### src/rtl/hazard_ctrl_unit.sv
// Hazard control unit for the 5-stage MIPS pipeline. It produces the load-use stall,
// taken-branch flush and memory-freeze enables, and keeps saturating stall and flush counters.
module hazard_ctrl_unit #(
  parameter int REG_AW     = 5,
  parameter int LOAD_STALL = 1,
  parameter int BR_FLUSH   = 1,
  parameter int CNT_W      = 16
) (
  input  logic              clk,
  input  logic              rst_n,
  input  logic              idex_memread,
  input  logic [REG_AW-1:0] idex_rt,
  input  logic [REG_AW-1:0] ifid_rs,
  input  logic [REG_AW-1:0] ifid_rt,
  input  logic              ifid_uses_rt,
  input  logic              branch_taken,
  input  logic              mem_busy,
  output logic              pc_write,
  output logic              ifid_write,
  output logic              ex_bubble,
  output logic              ifid_flush,
  output logic [1:0]        hdu_state,
  output logic [CNT_W-1:0]  stall_count,
  output logic [CNT_W-1:0]  flush_count
);

  typedef enum logic [1:0] {
    ST_RUN    = 2'd0,
    ST_LSTALL = 2'd1,
    ST_FLUSH  = 2'd2
  } state_t;

  // The first bubble or flush cycle is issued from RUN, so the counter only covers the tail.
  localparam logic [2:0] LS_REM = 3'(LOAD_STALL > 1 ? LOAD_STALL - 2 : 0);
  localparam logic [2:0] BF_REM = 3'(BR_FLUSH > 1 ? BR_FLUSH - 2 : 0);

  state_t     state_reg, state_next;
  logic [2:0] rem_reg, rem_next;
  logic       hazard_hit;

  assign hazard_hit = idex_memread && (idex_rt != '0) &&
                      ((idex_rt == ifid_rs) || (ifid_uses_rt && (idex_rt == ifid_rt)));

  always_ff @(posedge clk or negedge rst_n) begin
    if (!rst_n) begin
      state_reg <= ST_RUN;
      rem_reg   <= '0;
    end else begin
      state_reg <= state_next;
      rem_reg   <= rem_next;
    end
  end

  always_comb begin
    state_next = state_reg;
    rem_next   = rem_reg;
    if (!mem_busy) begin
      if (branch_taken) begin
        if (BR_FLUSH > 1) begin
          state_next = ST_FLUSH;
          rem_next   = BF_REM;
        end else begin
          state_next = ST_RUN;
          rem_next   = '0;
        end
      end else begin
        case (state_reg)
          ST_RUN: begin
            if (hazard_hit && (LOAD_STALL > 1)) begin
              state_next = ST_LSTALL;
              rem_next   = LS_REM;
            end
          end
          ST_LSTALL, ST_FLUSH: begin
            if (rem_reg == '0) begin
              state_next = ST_RUN;
            end else begin
              rem_next = rem_reg - 3'd1;
            end
          end
          default: begin
            state_next = ST_RUN;
            rem_next   = '0;
          end
        endcase
      end
    end
  end

  always_comb begin
    pc_write   = 1'b1;
    ifid_write = 1'b1;
    ex_bubble  = 1'b0;
    ifid_flush = 1'b0;
    if (!rst_n) begin
      pc_write   = 1'b0;
      ifid_write = 1'b0;
      ex_bubble  = 1'b1;
      ifid_flush = 1'b1;
    end else if (mem_busy) begin
      pc_write   = 1'b0;
      ifid_write = 1'b0;
    end else if (branch_taken || (state_reg == ST_FLUSH)) begin
      ex_bubble  = 1'b1;
      ifid_flush = 1'b1;
    end else if ((state_reg == ST_LSTALL) || hazard_hit) begin
      pc_write   = 1'b0;
      ifid_write = 1'b0;
      ex_bubble  = 1'b1;
    end
  end

  assign hdu_state = state_reg;

  // Statistics follow the enables actually presented during the cycle that is ending.
  always_ff @(posedge clk or negedge rst_n) begin
    if (!rst_n) begin
      stall_count <= '0;
      flush_count <= '0;
    end else begin
      if (!pc_write && (stall_count != '1)) stall_count <= stall_count + CNT_W'(1);
      if (ifid_flush && (flush_count != '1)) flush_count <= flush_count + CNT_W'(1);
    end
  end

endmodule

### config.mk
export PLATFORM = sky130hd
export DESIGN_NAME = hazard_ctrl_unit
export DESIGN_NICKNAME = d
export VERILOG_FILES = /design/src/rtl/hazard_ctrl_unit.sv
export SDC_FILE = /design/constraint.sdc
export NUM_CORES = 1
export LEC_CHECK = 0
export BUFFER_PORTS_ARGS = -buffer_cell sky130_fd_sc_hd__buf_2
export CAP_MARGIN = 10
export CELL_PAD_IN_SITES_DETAIL_PLACEMENT = 2
export CELL_PAD_IN_SITES_GLOBAL_PLACEMENT = 2
export CORE_MARGIN = 5
export CORE_UTILIZATION = 33
export DETAILED_ROUTE_END_ITERATION = 16
export GPL_TIMING_DRIVEN = 0
export PLACE_DENSITY_LB_ADDON = 0.1
export SYNTH_ARGS = -nofsm -noshare
export SYNTH_HDL_FRONTEND = slang
export SYNTH_SLANG_ARGS = --single-unit
export TNS_END_PERCENT = 20
### constraint.sdc
create_clock -name clk -period 3.6 [get_ports clk]
set_input_delay 0.72 -clock clk [delete_from_list [all_inputs] [get_ports clk]]
set_output_delay 0.72 -clock clk [all_outputs]
set_load 0.05 [all_outputs]
== Yosys cells after proc, flatten, opt, wreduce, memory -nomap -nowiden ==
Index checks and enable logic that the tools add are counted.
Storage, ports and cells
  register bits after elaboration: 37
  input bits: 21
Operators by class
  $add $sub $neg: 3
  eq/ne operators: 9
  mux-type cells: 17
  bitwise operators: 1
  reductions and logical operators: 15
Operators with widths (number)
  16-bit by 1-bit adder with 16-bit output (second input constant): 2
  16-bit != test (second input constant): 2
  1-bit 2-to-1 mux: 11
  5-bit == test: 2
  3-bit 2-to-1 mux: 2
  3-bit != test (second input constant): 2
  3-bit one-hot mux with 2 select lines: 1
  3-bit AND reduction: 2
  1-bit logical AND: 5
  5-bit nonzero test: 1
  2-bit 2-to-1 mux: 2
  2-bit one-hot mux with 2 select lines: 1
  3-bit zero test: 1
  1-bit logical OR: 3
  3-bit by 1-bit subtractor with 3-bit output (second input constant): 1
  2-bit by 1-bit == test with 1-bit output (second input constant): 1
  2-bit == test (second input constant): 1
  2-bit zero test: 1
  2-bit != test (second input constant): 1
  2-bit OR reduction: 1
  1-bit zero test: 1
  1-bit NOT: 1

== Depth between registers and ports, before layout ==
  word-level depth: 11
  gate-level depth with buffers: 9
  depth with buffers taken out: 7

== Least setup slack after synthesis ==
OpenSTA, ideal clock, no wires.
  path kind: input to output
  from: in idex_rt[3]
  to: out ex_bubble
  data arrival time: 2.503 ns
  slack: 0.377 ns
  stages on the path: 4
  path buffers: 0
  path through: xor2_1 -> nor4_2 -> a32oi_1 -> o31ai_1
On the way
  longest elaborated chain between the ends: 9
  elaborated cells between the ends (all ways): 12
  classes of those cells: 2 x eq/ne; 4 x mux; 6 x reduce/logical
RTL lines
  start, declared: RTL line 12  | input logic [REG_AW-1:0] idex_rt,
  5-bit == test: RTL line 42  | ((idex_rt == ifid_rs) || (ifid_uses_rt && (idex_rt == ifid_rt)));
  1-bit logical AND: RTL line 42
  1-bit logical OR: RTL line 42
  1-bit logical AND (*): RTL line 41  | assign hazard_hit = idex_memread && (idex_rt != '0) &&
  1-bit logical OR (*): RTL line 106  | end else if ((state_reg == ST_LSTALL) || hazard_hit) begin
  1-bit 2-to-1 mux (*): RTL line 106
  1-bit 2-to-1 mux (*): RTL line 103  | end else if (branch_taken || (state_reg == ST_FLUSH)) begin
  1-bit 2-to-1 mux (*): RTL line 100  | end else if (mem_busy) begin
  1-bit 2-to-1 mux (*): RTL line 95  | if (!rst_n) begin
  end, declared: RTL line 20  | output logic ex_bubble,
Every way passes the cells marked *; elsewhere a longest branch is shown, timed or not.

== Worst setup path after layout ==
  from: in idex_rt[1]
  to: out pc_write
On the way
  longest elaborated chain between the ends: 9
  elaborated cells between the ends (all ways): 12
  classes of those cells: 2 x eq/ne; 4 x mux; 6 x reduce/logical
RTL lines
  5-bit == test: RTL line 42
  1-bit logical AND: RTL line 42
  1-bit logical OR: RTL line 42
  1-bit logical AND (*): RTL line 41
  1-bit logical OR (*): RTL line 106
  1-bit 2-to-1 mux (*): RTL line 106
  1-bit 2-to-1 mux (*): RTL line 103
  1-bit 2-to-1 mux (*): RTL line 100
  1-bit 2-to-1 mux (*): RTL line 95
  end, declared: RTL line 18  | output logic pc_write,
Marks and branches as above.

==> metrics.csv <==
metric,value,unit
critical path arrival,2.48,ns
final worst path period need,3.20,ns
via count,1471,
die width,82.3,um
worst slew pin tran,0.790,ns
Post-Synthesis Cells,158,
CTS tree,built,
most common cell in the synthesized netlist,dfrtp_1,
initial core utilization,0.338,
fin nets,245,
Slew HR,0.473,
Fin Setup TNS,0,ns
Post-synth EDFFs,0,
Initial DRT Pass Iterations,4,
hold-fix buffer count after cts,0,
Worst Path Max Fanout,11,
1st-iter DRT viols,21,
antenna violations before repair,0,
P_leak,0.00102,uW
"critical path, cell by cell",buf_2 -> or4_1 -> o21ai_0 -> o311a_4 -> buf_6 -> buf_4 -> buf_2,
Clock Path Buffers,2,
Worst Hold Depth,1,
Ys Warns,0,
Finished Layout Cells,293,
"FF+latch count, synth",32,
wire per inst,17.7,um
vias in the first global route,1706,
clock transition at the registers of the reported paths,0.07,ns
worst reg2reg endpoint,flush_count[15]$_DFFE_PN0P_,
Die Height,82.3,um
DR DRC count,0,
"setup slack, reg-to-reg",1.41,ns
placed cells,285,
Worst path max stage delay,0.53,ns
post-route cell area,2200,um2
clock sink total,32,
largest net degree at the start of global routing,35,
cell mode on critical path,buf_2,
cell row count,26,
DIE AREA,6770,um2
worst path required time,2.88,ns
Commonest cells post-synth,"32 x dfrtp_1, 24 x xor2_1, 13 x xnor2_1",
GRT overflow,0,
fin util,0.431,
I/O Buffers,56,
"delay-heaviest family, CP",buffers and inverters,
fin crit share,0.889,
Max Cap Viol,0,
postcts setup bufs,0,
Root Buffer,clkbuf_8,
first-pass GRT wire length,8710,um
power per standard cell area,781,nW/um2
Clock Skew,0.00707,ns
Ant. Diodes,0,
worst hold path type,reg -> reg,
ys async rst share,1.00,
final-report setup violation count,0,
worst min-delay path startpoint,stall_count[11]$_DFFE_PN0P_,
CORE AREA,5110,um2
htree depth,2,
most common flop cell mapped by yosys,dfrtp_1,
Hold Path Sink,stall_count[11]$_DFFE_PN0P_,
crit end category,primary output,
Clock Latency Late Sink,0.29,ns
Final Hold Vio Count,0,
RSZ-0062 raised after global routing,no,
status,completed,
r2r startpoint,flush_count[0]$_DFFE_PN0P_,
"top cells by area, synth","dfrtp_1 46%, xor2_1 12%, xnor2_1 6.6%, nand3_1 3.5%, nand4_1 3.3%",
"Cell Area, Synth",1720,um2
share of the synthesized area in the top cell type,0.464,
Max Slew Vio Count,0,
Setup Crit Path Kind,in -> out,
Pwr Total,1720,uW
worst path bufs/invs,4,
post-DP HPWL,3830,um
via/cell ratio,5.02,
Ports,59,
Tot GR Track Use,0.169,
share of post-route cells with drive strength above 1,0.350,
CP max stage cell,or4_1,
synthesized area per cell,10.9,um2
crit start category,input port,
post-synth top area cell,dfrtp_1,
RePlAce Congestion,0.730,
ANT nets after route,0,
clock buffer count from CTS,5,
distinct cell type count after synthesis,33,
post-CTS resize count,0,
Total Wirelength,5180,um
Placed Instance Area,2100,um2
Syn-to-layout area delta,27.8,%
peak supply drop,0.000490,V
reg2reg path depth,8,
sequential fraction of the synthesis area,0.464,
fmax,0.313,GHz
-- cells in the final DEF (no fill, tap or decap), drive strengths merged, types with 2 or more instances in the layout --
cell    instances
mux2            4
nand4           9
xnor2          13
nor2            6
clkbuf          8
nor3b           2
and4            3
conb            2
nand3          12
buf            61
nor4            8
dfrtp          32
xor2           24
o21a            2
ha              2
and3            5
inv             3
nand2           9
o21ai           2
nor3            5
-- routing by layer --
layer | track usage | vias to the layer above | share of wire
met3 | 0.0423 | 11 | 0.038
met2 | 0.306 | 35 | 0.55
met1 | 0.194 | 744 | 0.39
met5 | 0 | - | 0
met4 | 0.0548 | 0 | 0.025
li1 | - | 681 | -
-- where the power goes --
part	internal (uW)	total [uW]	switching (uW)
Clock	205	347	142
Sequential	466	614	148
Combinational	201	760	559
Total	873	1720	849
-- state kept, by name, indices dropped and copies added, names as in the netlist --
name and flops:
flush_count 16, stall_count 16
-- area by class of cell --
| type | instances | area (um2) |
|---|---|---|
| Clock buffer | 6 | 72.6 |
| Buffer | 7 | 46.3 |
| Inverter | 3 | 11.3 |
| Timing Repair Buffer | 56 | 280 |
| Clock inverter | 2 | 35.0 |
| Multi-Input combinational cell | 117 | 870 |
| Tap cell | 70 | 87.6 |
| Fill cell | 585 | 2900 |
| Sequential cell | 32 | 801 |
-- logic make-up after synthesis --
group / share of synthesized area
and+or+nand+nor: 0.226
xor gates and xnor gates: 0.188
DFF: 0.464
buffers and inverters: 0.0334
AOI/OAI and AO/OA: 0.0457
muxes: 0.0261
adders and majority gates: 0.0145
other: 0.00217
-- worst max-delay path by stage --
stage / from / to / cells past startpoint
2_1_floorplan: idex_rt[3] / ex_bubble / 4
3_3_place_gp: idex_rt[1] / pc_write / 7
3_5_place_dp: idex_rt[1] / pc_write / 7
4_1_cts: idex_rt[1] / pc_write / 7
5_1_grt: idex_rt[1] / pc_write / 7
6_report: idex_rt[1] / pc_write / 7
-- metrics by stage --
step,worst slack (ns),hold slack (ns)
floorplan,0.377,0.424
global placement,0.416,0.474
detailed placement,0.401,0.502
CTS,0.391,0.512
global route,0.295,0.528
finish,0.401,0.501
-- worst register-to-register path, cell delays in order (launching register included) --
cell and delay [ns]:
dfrtp_1 0.46, ha_1 0.29, nand3_1 0.13, o31a_1 0.12, clkbuf_1 0.30, and3_1 0.22, clkbuf_1 0.26, nand4_1 0.16
xnor2_1 0.15
Note: power is estimated with default switching activity, not from simulation.
